$ cat src/rtl/rom_arbiter.sv
// Two-port arbiter in front of a line-oriented ROM. Port 0 (fetch) and
// port 1 (load) compete for single outstanding ROM transactions; ties are
// broken round-robin and a stalled ROM is answered with an error response.
module rom_arbiter #(
  parameter int TIMEOUT = 8
) (
  input  logic         clk,
  input  logic         rst,
  input  logic         req0_valid,
  input  logic [14:0]  req0_addr,
  output logic         req0_ready,
  input  logic         req1_valid,
  input  logic [14:0]  req1_addr,
  output logic         req1_ready,
  output logic [1:0]   resp_valid,
  output logic [511:0] resp_data,
  output logic         resp_err,
  output logic         rom_cs,
  output logic         rom_addr_valid,
  output logic [14:0]  rom_addr,
  input  logic         rom_data_ready,
  input  logic [511:0] rom_data
);

  typedef enum logic [1:0] {IDLE, ISSUE, RESP} state_t;

  localparam logic [7:0] LAST_WAIT = 8'(TIMEOUT - 1);

  state_t       state;
  state_t       state_nxt;
  logic         last_grant;
  logic         grant;
  logic         pick;
  logic [8:0]   line_idx;
  logic [7:0]   wait_cnt;
  logic         err_flag;
  logic         timeout_hit;
  logic [511:0] data_q;
  logic         unused_addr_bits;

  // Byte offsets inside a line never reach the ROM.
  assign unused_addr_bits = ^{req0_addr[5:0], req1_addr[5:0]};

  // Port 1 wins when it is alone, or on a tie when port 0 was served last.
  assign pick = req1_valid && (!req0_valid || !last_grant);

  // The cycle that would be the TIMEOUT-th stalled ISSUE cycle ends the wait.
  assign timeout_hit = !rom_data_ready && (wait_cnt == LAST_WAIT);

  // Next-state and output decode; reset forces every output low.
  always_comb begin
    state_nxt      = state;
    req0_ready     = 1'b0;
    req1_ready     = 1'b0;
    rom_cs         = 1'b0;
    rom_addr_valid = 1'b0;
    rom_addr       = '0;
    resp_valid     = 2'b00;
    resp_err       = 1'b0;
    case (state)
      IDLE: begin
        if (req0_valid || req1_valid) begin
          state_nxt  = ISSUE;
          req0_ready = !pick;
          req1_ready = pick;
        end
      end
      ISSUE: begin
        rom_cs         = 1'b1;
        rom_addr_valid = 1'b1;
        rom_addr       = {line_idx, 6'b0};
        if (rom_data_ready || timeout_hit) state_nxt = RESP;
      end
      RESP: begin
        resp_valid = grant ? 2'b10 : 2'b01;
        resp_err   = err_flag;
        state_nxt  = IDLE;
      end
      default: state_nxt = IDLE;
    endcase
    if (rst) begin
      state_nxt      = IDLE;
      req0_ready     = 1'b0;
      req1_ready     = 1'b0;
      rom_cs         = 1'b0;
      rom_addr_valid = 1'b0;
      rom_addr       = '0;
      resp_valid     = 2'b00;
      resp_err       = 1'b0;
    end
  end

  assign resp_data = rst ? '0 : data_q;

  // State register.
  always_ff @(posedge clk) begin
    if (rst) state <= IDLE;
    else     state <= state_nxt;
  end

  // Grant bookkeeping, wait counter and response capture.
  always_ff @(posedge clk) begin
    if (rst) begin
      last_grant <= 1'b1;
      grant      <= 1'b0;
      line_idx   <= '0;
      wait_cnt   <= '0;
      err_flag   <= 1'b0;
      data_q     <= '0;
    end else begin
      case (state)
        IDLE: begin
          if (req0_valid || req1_valid) begin
            grant      <= pick;
            last_grant <= pick;
            line_idx   <= pick ? req1_addr[14:6] : req0_addr[14:6];
            wait_cnt   <= '0;
          end
        end
        ISSUE: begin
          if (rom_data_ready) begin
            data_q   <= rom_data;
            err_flag <= 1'b0;
          end else begin
            wait_cnt <= wait_cnt + 8'd1;
            if (timeout_hit) begin
              data_q   <= '0;
              err_flag <= 1'b1;
            end
          end
        end
        default: ;
      endcase
    end
  end

endmodule

$ cat config.mk
export PLATFORM = sky130hd
export DESIGN_NAME = rom_arbiter
export DESIGN_NICKNAME = d
export VERILOG_FILES = /design/src/rtl/rom_arbiter.sv
export SDC_FILE = /design/constraint.sdc
export NUM_CORES = 1
export LEC_CHECK = 0
export CORE_AREA = 2 2 422 424
export CTS_CLUSTER_SIZE = 16
export DETAILED_ROUTE_END_ITERATION = 16
export DIE_AREA = 0 0 424 426
export GPL_ROUTABILITY_DRIVEN = 0
export GPL_TIMING_DRIVEN = 0
export PLACE_DENSITY_LB_ADDON = 0.25
export SLEW_MARGIN = 20
export SYNTH_ARGS = -nofsm -noshare
export SYNTH_HDL_FRONTEND = slang
export SYNTH_SLANG_ARGS = --single-unit
export TNS_END_PERCENT = 20
$ cat constraint.sdc
create_clock -name clk -period 5.55 [get_ports clk]
set_clock_uncertainty 0.15 [all_clocks]
set_input_delay 0.8325 -clock clk [delete_from_list [all_inputs] [get_ports clk]]
set_output_delay 0.8325 -clock clk [all_outputs]
set_load 0.005 [all_outputs]
==> key figures <==
Clocking
  – Clk root buf: clkbuf_16
  – TritonCTS buffer count: 77
  – Clk_lat worst skew: 0.67 ns
  – CTS resizes: 0
  – Sink Count: 534
  – Setup bufs post-CTS: 0
  – Max Buffers Root-to-Sink: 3
  – CTS tree: built
  – Hold-fix buffers, CTS: 0
  – H-tree Lvls: 3
  – Reg clk slew, reported paths: 0.05 ns

Global route
  – Vias in the first global route: 24,000
  – Overall Global Routing Usage: 16.0%
  – Largest net degree at the start of global routing: 11
  – Initial antenna violation count: 63
  – First-pass GRT wire length: 201,000 um
  – GRT overflow: 0

Final layout
  – Layout Utilization: 22.9%
  – Final non-filler cell total: 6,473
  – Most common cell after layout, fill and taps aside: clkdlybuf4s50_1
  – Layout cells sized above 1: 14.6%
  – Layout Nets: 4,622
  – Most frequent cells in the layout: clkdlybuf4s50_1 (1,062), nand2_1 (1,037), dfxtp_1 (534)
  – Syn-to-layout area delta: 66.4%

Synth
  – Syn Std Cell Area: 0.0242 sq mm
  – Syn avg cell area: 8.27 sq um
  – Post-synthesis sequential area ratio: 44.1%
  – Yosys cell types: 38
  – Mapped Cells: 2,927
  – Syn. warnings: 0
  – Flops & latches, synth: 534

Critical path
  – CP required: 4.57 ns
  – Crit-path max FO: 10
  – CP startpoint kind: input pin
  – Crit-path slowest cell: clkbuf_1
  – Reg-to-reg slack, setup: 2.19 ns
  – Arrival @ worst endpoint: 4.17 ns
  – Worst Setup End Kind: primary output
  – CP cell instances: clkdlybuf4s50_1, clkbuf_2, clkbuf_1, clkbuf_1, nor2b_1, clkdlybuf4s50_1
  – Cell family with most CP delay: buffers and inverters
  – Worst path max stage delay: 0.80 ns
  – Cells on worst reg2reg path: 7
  – CP Class: in2out
  – WP depth: 6
  – Buf/Inv on CP: 5

Detailed routing
  – Drt initial violations: 1,270
  – Vias per cell: 3.74
  – Via count: 24,200
  – Post-route ant nets: 0
  – DRC viols: 0
  – WL final: 151,000 um
  – DR pass1 iterations: 4
  – WL/cell: 23.3 um

STA
  – RSZ-0062 raised after global routing: false
  – Final slew viol count: 0
  – Fin. Hold Viols: 0
  – Slew margin rel.: 34.6%
  – # setup viols final: 0
  – Worst Setup Slack, final: 0.396 ns
  – Min Clock Period, post-route: 5.15 ns
  – Final Cycle Share: 92.9%
  – Slew @ Worst Pin: 0.981 ns
  – Peak Freq: 194 MHz

Power
  – Sw Ratio: 27.7%
  – Comb pwr share: 15.4%
  – Sw Pwr: 2.96 mW
  – Sequential share of power: 38.4%
  – Pint: 7.71 mW
  – P_leak: 13.1 nW
  – Clock Power Share: 46.2%
  – Worst VDD drop: 0.000193 V
  – Pwr Density: 265 mW/mm^2

Floorplan
  – Die height: 426 um
  – Std cell rows: 154
  – Core area: 0.176 sq mm
  – Die X: 424 um
  – Num ports: 1,081
  – Die footprint: 0.181 sq mm
  – Initial Util: 13.8%

Min path
  – Hold Path Class: reg2reg
  – Hold path depth: 2

Outcome
  – Outcome: completed

Flow run
  – Max-Cap Viols: 0

Placed design
  – Port-buffer cells: 1,062
  – Post-DP HPWL: 125,000 um
  – Inst Count DP: 6,335
  – DP Worst Slack: 0.0459 ns
-- worst reg2reg max path: cells and delay by family (launching register included) --
kind,cells,cell delay [ns]
flops,1,0.43
buf+inv,3,1.70
compound gates,1,0.19
simple gates,3,0.84
-- cell families after synthesis --
logic type      count (synthesis)  synth area share (%)
flops                         534                  44.1
simple gates                 1610                  30.8
fa+ha+maj                       1                0.0517
compound gates                541                  17.8
other cells                     1                0.0155
xor+xnor                        1                0.0362
buf+inv                       239                  7.16
-- metal layers --
layer	up-vias	global-route usage [%]	wire, um	share of wire, %
li1	11600	-	-	-
met2	712	27.5	74000	49
met5	-	0	401	0.27
met1	11600	19.4	63600	42
met4	64	3.63	3310	2.2
met3	213	4.79	9840	6.5
-- cell type report --
type                       count  area [sq um]
timing repair buffer        1063         10700
buffer                       238          1730
tap                         2340          2930
clock buffer                 114          2280
clock inverter                19           170
antenna                        5          12.5
multi-input combinational   2159         11800
inverter                       1          3.75
fill                       19600        135000
sequential                   534         10700
-- power by group through the flow --
stage	sequential [mW]	combinational, mW	clock (mW)
2_1_floorplan	4.15	0.724	0
3_3_place_gp	4.18	1.66	0
3_5_place_dp	4.18	1.66	0
4_1_cts	4.10	1.67	5.12
5_1_grt	4.12	1.77	5.23
6_report	4.10	1.64	4.92
-- final timing paths --
kind                     from             end
setup / recovery          rst  resp_data[290]
hold / removal    data_q[459]     data_q[459]
setup reg to reg     state[0]     data_q[298]
hold reg to reg   data_q[459]     data_q[459]
-- cells in the mapped netlist --
master,n,share of area [%]
or4_1,1,0.031
dfxtp_1,534,44
buf_6,9,0.42
nand4_1,4,0.10
buf_4,7,0.22
conb_1,1,0.015
xor2_1,1,0.036
nor3_1,2,0.041
or3_1,3,0.078
o21ai_0,4,0.083
a31oi_1,2,0.052
nor4b_4,1,0.098
a21oi_1,109,2.3
nand2_1,1038,16
o21a_1,2,0.062
a311oi_1,3,0.11
a211oi_1,1,0.031
buf_1,12,0.19
or2_1,1,0.026
clkbuf_1,156,2.4
ha_1,1,0.052
and2_1,11,0.28
o21ai_1,1,0.021
o211ai_1,1,0.031
buf_12,45,3.7
a21oi_2,410,15
buf_2,9,0.19
or4b_4,1,0.057
nand2b_1,3,0.078
a21o_1,3,0.093
inv_1,1,0.015
a221o_1,5,0.21
nor3b_1,2,0.062
nand3b_1,1,0.031
nor2b_1,514,13
nand3_1,7,0.14
nor2_1,11,0.17
and3_1,10,0.26
-- metrics by stage --
step | instance area, sq um | hold slack [ns] | TNS, ns | total power, mW
5_1_grt | 40300 | 0.311 | 0 | 11.1
2_1_floorplan | 24200 | 0.279 | 0 | 4.87
3_5_place_dp | 37800 | 0.292 | 0 | 5.84
3_3_place_gp | 37800 | 0.290 | -108.12 | 5.84
4_1_cts | 40300 | 0.300 | 0 | 10.9
6_report | 40300 | 0.297 | 0 | 10.7
-- flip-flops by register name (all words and copies together), names as in the netlist --
register / flops
data_q: 512
line_idx: 9
last_grant: 1
err_flag: 1
grant: 1
wait_cnt: 8
state: 2
No activity file was read; power rests on OpenSTA's default activity.
